==> src/rtl/riscv_pkg.sv <==
// Types and constants shared by the instruction-fetch block and its bench.
package riscv_pkg;

  typedef enum logic [1:0] {
    S_REQ  = 2'd0,
    S_WAIT = 2'd1,
    S_HOLD = 2'd2,
    S_HALT = 2'd3
  } fetch_state_t;

  localparam logic [31:0] NOP_INST         = 32'h0000_0013;
  localparam logic [31:0] RESET_PC_DEFAULT = 32'h0000_0000;

endpackage

==> src/rtl/fetch_hold_reg.sv <==
// One-entry holding register presenting a fetched instruction and its PC to decode.
module fetch_hold_reg
  import riscv_pkg::*;
#(
  parameter int              XLEN     = 32,
  parameter logic [XLEN-1:0] RESET_PC = XLEN'(RESET_PC_DEFAULT)
) (
  input  logic            clk,
  input  logic            rst,
  input  logic            load,
  input  logic            clear,
  input  logic [XLEN-1:0] load_data,
  input  logic [XLEN-1:0] load_pc,
  output logic            inst_valid,
  output logic [XLEN-1:0] inst_out,
  output logic [XLEN-1:0] inst_pc
);

  // Clearing only drops valid; the word and PC stay visible for debug.
  always_ff @(posedge clk) begin
    if (rst) begin
      inst_valid <= 1'b0;
      inst_out   <= XLEN'(NOP_INST);
      inst_pc    <= RESET_PC;
    end else if (load) begin
      inst_valid <= 1'b1;
      inst_out   <= load_data;
      inst_pc    <= load_pc;
    end else if (clear) begin
      inst_valid <= 1'b0;
    end
  end

endmodule

==> src/rtl/pc_fetch_unit.sv <==
// PC register plus single-outstanding instruction fetch FSM.
// Optional self-loop halt detection is enabled by defining HALT_DETECT_EN.
module pc_fetch_unit
  import riscv_pkg::*;
#(
  parameter int              XLEN     = 32,
  parameter logic [XLEN-1:0] RESET_PC = XLEN'(RESET_PC_DEFAULT)
) (
  input  logic            clk,
  input  logic            rst,
  input  logic [XLEN-1:0] next_pc_in,
  output logic [XLEN-1:0] pc,
  output logic            imem_req_valid,
  input  logic            imem_req_ready,
  output logic [XLEN-1:0] imem_req_addr,
  input  logic            imem_rsp_valid,
  input  logic [XLEN-1:0] imem_rsp_data,
  output logic            inst_valid,
  input  logic            inst_ready,
  output logic [XLEN-1:0] inst_out,
  output logic [XLEN-1:0] inst_pc,
  output logic            fetch_misalign,
  output logic [31:0]     inst_count,
  output logic            halted
);

  fetch_state_t state, state_next;
  logic         rsp_load;
  logic         retire;
  logic         halt_hit;

  assign imem_req_valid = (state == S_REQ) && !rst;
  assign imem_req_addr  = pc;
  assign rsp_load       = (state == S_WAIT) && imem_rsp_valid;
  assign retire         = (state == S_HOLD) && inst_ready;

`ifdef HALT_DETECT_EN
  assign halt_hit = retire && (next_pc_in == pc);

  always_ff @(posedge clk) begin
    if (rst) begin
      halted <= 1'b0;
    end else if (halt_hit) begin
      halted <= 1'b1;
    end
  end
`else
  assign halt_hit = 1'b0;
  assign halted   = 1'b0;
`endif

  always_comb begin
    state_next = state;
    case (state)
      S_REQ:   if (imem_req_ready) state_next = S_WAIT;
      S_WAIT:  if (imem_rsp_valid) state_next = S_HOLD;
      S_HOLD:  if (inst_ready) state_next = halt_hit ? S_HALT : S_REQ;
      S_HALT:  state_next = S_HALT;
      default: state_next = S_REQ;
    endcase
  end

  // The low PC bits are dropped on retire; a nonzero pair is flagged for one cycle.
  always_ff @(posedge clk) begin
    if (rst) begin
      state          <= S_REQ;
      pc             <= RESET_PC;
      inst_count     <= 32'd0;
      fetch_misalign <= 1'b0;
    end else begin
      state          <= state_next;
      fetch_misalign <= retire && (next_pc_in[1:0] != 2'b00);
      if (retire) begin
        pc         <= {next_pc_in[XLEN-1:2], 2'b00};
        inst_count <= inst_count + 32'd1;
      end
    end
  end

  fetch_hold_reg #(
    .XLEN     (XLEN),
    .RESET_PC (RESET_PC)
  ) u_hold (
    .clk        (clk),
    .rst        (rst),
    .load       (rsp_load),
    .clear      (retire),
    .load_data  (imem_rsp_data),
    .load_pc    (pc),
    .inst_valid (inst_valid),
    .inst_out   (inst_out),
    .inst_pc    (inst_pc)
  );

endmodule

==> config.mk <==
export PLATFORM = sky130hd
export DESIGN_NAME = pc_fetch_unit
export DESIGN_NICKNAME = d
export VERILOG_FILES = /design/src/rtl/riscv_pkg.sv /design/src/rtl/fetch_hold_reg.sv /design/src/rtl/pc_fetch_unit.sv
export SDC_FILE = /design/constraint.sdc
export NUM_CORES = 1
export LEC_CHECK = 0
export CAP_MARGIN = 20
export CELL_PAD_IN_SITES_DETAIL_PLACEMENT = 1
export CELL_PAD_IN_SITES_GLOBAL_PLACEMENT = 1
export CORE_UTILIZATION = 27
export CTS_BUF_LIST = sky130_fd_sc_hd__clkbuf_4
export CTS_CLUSTER_SIZE = 28
export DETAILED_ROUTE_END_ITERATION = 8
export GPL_ROUTABILITY_DRIVEN = 0
export GPL_TIMING_DRIVEN = 1
export HOLD_SLACK_MARGIN = 0.02
export PLACE_DENSITY = 0.88
export REMOVE_ABC_BUFFERS = 1
export SLEW_MARGIN = 40
export SYNTH_ARGS = -nofsm -noshare
export SYNTH_HDL_FRONTEND = slang
export SYNTH_SLANG_ARGS = --single-unit
==> constraint.sdc <==
create_clock -name clk -period 1.95 [get_ports clk]
set_input_delay 0.4875 -clock clk [delete_from_list [all_inputs] [get_ports clk]]
set_output_delay 0.4875 -clock clk [all_outputs]
set_load 0.02 [all_outputs]
==> results of run 1 <==
==> logic make-up (layout without fill, tap and decap cells) <==
family / Yosys count / count (layout)
xor+xnor: 10 / 10
fa+ha+maj: 5 / 5
buf+inv: 86 / 314
mux: 1 / 1
flops: 128 / 128
other cells: 1 / 8
compound gates: 135 / 135
simple gates: 272 / 272
==> critical path, delay by kind of cell, from the launching register on <==
kind / cells / cell delay (ns)
fa+ha+maj: 1 / 0.15
compound gates: 1 / 0.15
buf+inv: 3 / 0.34
flops: 1 / 0.35
simple gates: 3 / 0.93
==> worst paths after layout <==
path                       start                  end  slack [ns]  cells after the start
max                     state[0]       inst_count[22]       -0.04                      8
min                          rst        inst_count[6]        0.46                      3
max reg2reg             state[0]       inst_count[22]       -0.04                      8
min reg2reg  u_hold.inst_out[21]  u_hold.inst_out[21]        0.46                      2
==> power groups by stage <==
stage	registers (W)	logic, W	clock network, W
after floorplan	0.00290	0.000232	0
after global placement	0.00280	0.000859	0
after detailed placement	0.00280	0.000873	0
after CTS	0.00274	0.000822	0.00251
after global routing	0.00275	0.000913	0.00264
final	0.00274	0.000844	0.00244
==> registers in the layout (all words and copies together), names as in the netlist <==
signal and cells:
fetch_misalign 1, imem_req_addr 30, inst_count 32, state 2
u_hold.inst_out 32, u_hold.inst_pc 30, u_hold.inst_valid 1
==> routing by layer <==
metal / global-route usage [%] / routed length (um)
met5: 0 / 0
met3: 5.23 / 1140
met1: 19.4 / 6840
met2: 33.8 / 9510
met4: 6.96 / 410
==> final cells by class <==
cell class | count | area [um2]
Timing Repair Buffer | 273 | 2500
Sequential cell | 128 | 2570
Tap cell | 229 | 287
Clock buffer | 17 | 128
Multi-Input combinational cell | 430 | 2270
Antenna cell | 1 | 2.50
Clock inverter | 15 | 265
Fill cell | 2195 | 10200
Inverter | 9 | 33.8
==> placed cells by master (no fill, tap or decap), drive strengths merged, types with 3 or more instances in the layout <==
cell | Yosys | layout
a21oi | 112 | 112
inv | 9 | 9
or4 | 16 | 16
nor3 | 4 | 4
or3 | 7 | 7
clkdlybuf4s15 | 0 | 6
conb | 1 | 7
and4 | 4 | 4
buf | 41 | 50
xnor2 | 7 | 7
nand3 | 7 | 7
nand2 | 199 | 199
ha | 5 | 5
o21ai | 7 | 7
clkinv | 0 | 6
nand4 | 9 | 9
dfxtp | 128 | 128
xor2 | 3 | 3
bufinv | 0 | 7
o31ai | 14 | 14
nor2 | 16 | 16
nand3b | 3 | 3
clkbuf | 36 | 17
clkdlybuf4s50 | 0 | 67
dlygate4sd2 | 0 | 150
and2 | 3 | 3
==> what timing repair did <==
| action | 4_1_cts | 5_1_grt |
|---|---|---|
| setup endpoints to repair | 176 | 27 |
| buffers inserted | 6 | 3 |
| gates resized for setup | 178 | 42 |
| cloned | 2 | 0 |
| pin swaps | 19 | 7 |
==> stage by stage <==
stage | instance area, um2 | cells
floorplan | 4690 | 567
global placement | 7570 | 1059
detailed placement | 7570 | 1059
CTS | 7900 | 1099
global route | 8050 | 1102
finish | 8050 | 1102
==> impl_metrics.py, run 1 <==
metrics = {
    "outcome": {
        "outcome": "finished, violations left",
        "violations": "setup timing",
    },
    "clock_network": {
        "numCtsBuffers": 17,
        "clkTransAtPathRegs_ns": 0.12,
        "htreeDepth": 4,
        "cts.sinks": 128,
        "ctsHoldBuffers": 0,
        "clockBufferDepth": 2,
        "cts_tree": "built",
        "clock_latency_ns": 0.52,
        "cts.root.buffer_cell": "clkbuf_4",
    },
    "floorplanning": {
        "start_util_pct": 28.0,
        "die_x_um": 139,
        "ios": 233,
        "coreArea_um2": 18200,
        "fp.dieH_um": 139,
        "die_area_um2": 19400,
        "num_rows": 49,
    },
    "critical_path": {
        "critical_path_class": "flop to flop",
        "cp.required_ns": 2.40,
        "critical_path.slowest_cell": "or4_4",
        "crit_arrival_ns": 2.44,
        "cp_cell_sequence": "inv_2 > ha_4 > buf_6 > nand3_4 > or4_4 > buf_6 > or4_4 > a21oi_2",
        "cp-start-kind": "flop",
        "cp_max_fo": 8,
        "end_kind": "flop",
        "cpPeakStageDelay_ns": 0.45,
    },
    "synth": {
        "yosysTopAreaCellShare_pct": 50.2,
        "yosysMostFrequentCell": "nand2_1",
        "synthArstFlopShare_pct": 0,
        "synth_top_family_by_area": "simple AND/OR/NAND/NOR gates",
        "ys_ff_latch": 128,
        "synth_xor_area_share_pct": 1.72,
        "yosys.area_share.simple_pct": 23.3,
        "syn-cell-area_um2": 5100,
        "synth_common_cells": "nand2_1 (199), dfxtp_1 (128), a21oi_1 (112), buf_4 (37), clkbuf_1 (36)",
        "synth_fa_ha_area_share_pct": 1.23,
        "synth_edf_count": 0,
        "synthMuxAreaShare_pct": 0.196,
        "syn_area_per_cell_um2": 7.99,
        "synth_cell_types": 31,
        "synth.area.top_cells": "dfxtp_1 (50%), nand2_1 (15%), a21oi_1 (11%), buf_4 (5.4%), clkbuf_1 (2.6%)",
        "yosys_most_used_dff": "dfxtp_1",
        "synth_largest_area_cell": "dfxtp_1",
        "synth_compound_area_share_pct": 14.1,
        "yosys_warnings": 0,
        "ys_seq_area_share_pct": 50.2,
        "syn_inst": 638,
    },
    "placed_design": {
        "place_hpwl_um": 12200,
        "dpl_worst_slack_ns": -0.516,
        "portBuffers": 225,
    },
    "power": {
        "p_per_area_nw_per_um2": 749,
        "p_int_w": 0.00446,
        "p_comb_share_pct": 14.0,
        "p_leak_nw": 3.50,
        "p_sw_w": 0.00157,
        "sw_frac_of_total_pct": 26.0,
        "ir_worst_vdd_mv": 0.322,
        "p_total_w": 0.00603,
        "seqPwrFrac_pct": 45.5,
        "clockPowerShare_pct": 40.5,
    },
    "grt": {
        "overflow": 0,
        "grt_max_degree": 129,
        "track_usage_pct": 18.2,
        "grt_pass1_wl_um": 28000,
        "grt_pass1_vias": 5399,
        "antenna_found_initial": 1,
    },
    "sta": {
        "final_max_slew_viol_count": 0,
        "setup_viol": 12,
        "setup_slack_ns": -0.0444,
        "final-hold-violation-count": 0,
        "skew_ns": 0.0133,
        "fin_setup_tns_ns": -0.202,
        "tightest_slew_ns": 0.768,
        "fin_crit_sh_pct": 102,
        "rsz0062_at_grt": "true",
        "hold_ws_ns": 0.457,
        "fmax_ghz": 0.501,
        "slew_headroom_pct": 48.8,
        "min_period_ns": 1.99,
    },
    "route": {
        "wl_per_cell_um": 16.2,
        "drtAntennaViolNets": 0,
        "post-route-drc-count": 0,
        "drtIter0Drc": 180,
        "wirelength_um": 17900,
        "viasPerCell": 4.74,
        "first_pass_iters": 4,
        "vias": 5228,
    },
    "cells_and_area": {
        "final_util_pct": 44.2,
        "drive_above_1_share_pct": 14.0,
        "synthToLayoutAreaGrowth_pct": 57.9,
        "fin_nets": 933,
    },
    "min_path": {
        "min_path_type": "primary input to flop",
    },
    "run": {
        "drv_cap": 0,
    },
}
Power figures use the tool's default switching activity.
==> inputs of run 2 (changes only) <==
--- a/config.mk
+++ b/config.mk
@@ -15,7 +15,7 @@
 export GPL_ROUTABILITY_DRIVEN = 0
 export GPL_TIMING_DRIVEN = 1
 export HOLD_SLACK_MARGIN = 0.02
-export PLACE_DENSITY = 0.88
+export PLACE_DENSITY = 0.82
 export REMOVE_ABC_BUFFERS = 1
 export SLEW_MARGIN = 40
 export SYNTH_ARGS = -nofsm -noshare
==> run 2 against run 1 <==
Against the previous run:
- maximum frequency shrank 1.8%
- the run still ends with setup timing left
- via count shrank 0.13%
- hold slack is essentially flat
- combinational power is essentially flat
- critical path depth grew 1
- sequential cell count is the same
- clock-buffer cell count grew 1
- clock skew grew 0.0038 ns
==> impl_metrics.py, run 2 (synthesis gave the netlist of run 1 again) <==
metrics = {
    "outcome": {
        "outcome": "finished, violations left",
        "violations": "setup timing",
    },
    "route": {
        "first_pass_iters": 4,
        "post-route-drc-count": 0,
        "drtAntennaViolNets": 0,
        "dr_wl_met2_um": 8920,
        "drtIter0Drc": 173,
        "wl_met1_um": 7070,
        "wirelength_um": 17600,
        "wl_per_cell_um": 15.9,
        "viasPerCell": 4.72,
        "routed.top_layer": "met4",
        "dr_wl_met3_um": 999,
        "vias": 5221,
    },
    "cells_and_area": {
        "drive_above_1_share_pct": 14.3,
        "reg_top3": "inst_count (32), u_hold.inst_out (32)",
        "final_cell_mix": "nand2_1 (198), dlygate4sd2_1 (149), dfxtp_1 (121)",
        "synthToLayoutAreaGrowth_pct": 59.0,
        "final_util_pct": 44.5,
        "layout_commonest_cell": "nand2_1",
        "fin_nets": 938,
        "fillerInstances": 2193,
        "fin_cells": 1107,
    },
    "grt": {
        "antenna_found_initial": 1,
        "overflow": 0,
        "grt_pass1_vias": 5248,
        "grt_pass1_wl_um": 27700,
        "grt_max_degree": 129,
        "track_usage_pct": 18.2,
    },
    "floorplanning": {
        "fp.dieH_um": 139,
        "start_util_pct": 28.0,
        "ios": 233,
        "num_rows": 49,
        "die_area_um2": 19400,
        "die_x_um": 139,
        "coreArea_um2": 18200,
    },
    "sta": {
        "fmax_ghz": 0.493,
        "slew_headroom_pct": 60.8,
        "rsz0062_at_grt": "true",
        "min_period_ns": 2.03,
        "setup_viol": 10,
        "final_max_slew_viol_count": 0,
        "skew_ns": 0.0171,
        "tightest_slew_ns": 0.588,
        "final-hold-violation-count": 0,
        "fin_setup_tns_ns": -0.340,
        "fin_crit_sh_pct": 104,
        "setup_slack_ns": -0.0800,
    },
    "run": {
        "drv_cap": 0,
    },
    "critical_path": {
        "r2r_slack_ns": -0.08,
        "critPathLaunch": "state[0]",
        "cp_num_buf_inv": 4,
        "end_kind": "flop",
        "cp-start-kind": "flop",
        "worstSetupEndpoint": "inst_count[23]",
        "cp.required_ns": 2.41,
        "crit_arrival_ns": 2.49,
        "cp_max_fo": 6,
        "critical_path_depth": 9,
        "r2r_end": "inst_count[23]",
        "cp_cell_sequence": "inv_2 > buf_6 > ha_4 > nand4_1 > or4_4 > buf_6 > buf_4 > or3_1 > a21oi_1",
        "critical_path.slowest_cell": "or4_4",
        "cp_common_cell": "buf_6",
        "reg2reg_from": "state[0]",
        "crit_family": "simple AND/OR/NAND/NOR gates",
        "cpPeakStageDelay_ns": 0.47,
        "reg2regPathDepth": 9,
        "critical_path_class": "flop to flop",
    },
    "clock_network": {
        "ctsHoldBuffers": 0,
        "numCtsBuffers": 17,
        "clkTransAtPathRegs_ns": 0.12,
        "cts_tree": "built",
        "htreeDepth": 4,
        "clockBufferDepth": 2,
        "clock_latency_ns": 0.53,
        "cts.sinks": 128,
        "cts.root.buffer_cell": "clkbuf_4",
    },
    "min_path": {
        "min-delay-start": "u_hold.inst_out[31]",
        "min_path_type": "flop to flop",
    },
    "power": {
        "ir_worst_vdd_mv": 0.453,
        "p_per_area_nw_per_um2": 745,
        "p_leak_nw": 3.52,
        "p_total_w": 0.00604,
    },
    "placed_design": {
        "place_hpwl_um": 11800,
        "portBuffers": 225,
        "dpl_worst_slack_ns": -0.480,
        "dp.cells": 1061,
    },
}
[run 2: changes by cell type in the layout (fill, tap and decap cells not counted), sizes merged]
cell           delta
buf               +5
clkbuf            +3
clkinvlp          -1
dlygate4sd2       -1
inv               +1
clkinv            -1
clkdlybuf4s15     -1
[run 2: per-stage QoR]
step                cell area, um2  hold slack [ns]
CTS                           8010            0.426
global route                  8110            0.424
floorplan                     4690            0.505
detailed placement            7590            0.447
global placement              7590            0.441
finish                        8110            0.457
[run 2: power breakdown]
part	switching, W	total, W	leakage (nW)	internal [W]
Sequential	0.0000465	0.00274	1.04	0.00269
Combinational	0.000470	0.000843	2.28	0.000374
Clock	0.00103	0.00245	0.204	0.00142
[run 2: tightest hold or removal path, cell delays in order (launching register included)]
cell and delay [ns]:
dfxtp_1 0.32, nand2_1 0.05, a21oi_1 0.05
[run 2: layout make-up]
type | count | area [um2] | area share (%)
Tap cell | 229 | 287 | 3.53
Inverter | 9 | 33.8 | 0.417
Sequential cell | 128 | 2570 | 31.7
Multi-Input combinational cell | 430 | 2270 | 28.0
Clock buffer | 18 | 135 | 1.67
Clock inverter | 14 | 262 | 3.23
Antenna cell | 1 | 2.50 | 0.0309
Timing Repair Buffer | 278 | 2550 | 31.4
[run 2: how the worst min path moves through the flow]
stage,end,slack [ns],depth (start not counted)
floorplan,state[0],0.51,2
global placement,u_hold.inst_pc[23],0.44,2
detailed placement,u_hold.inst_pc[24],0.45,2
CTS,u_hold.inst_out[29],0.43,3
global route,u_hold.inst_out[2],0.42,3
finish,u_hold.inst_out[31],0.46,2
[run 2: repair_timing]
item                                   CTS  global route
setup buffers                           11             0
pin swaps                               16             5
gates resized for setup                195            28
endpoints found under the hold margin    0             0
setup endpoints to repair              172            32
cloned                                   2             0
[run 2: routing by layer]
metal,vias up,GRT usage (%)
li1,2550,-
met1,2485,20.1
met2,151,32.4
met3,35,4.89
met4,0,8.25
met5,-,0
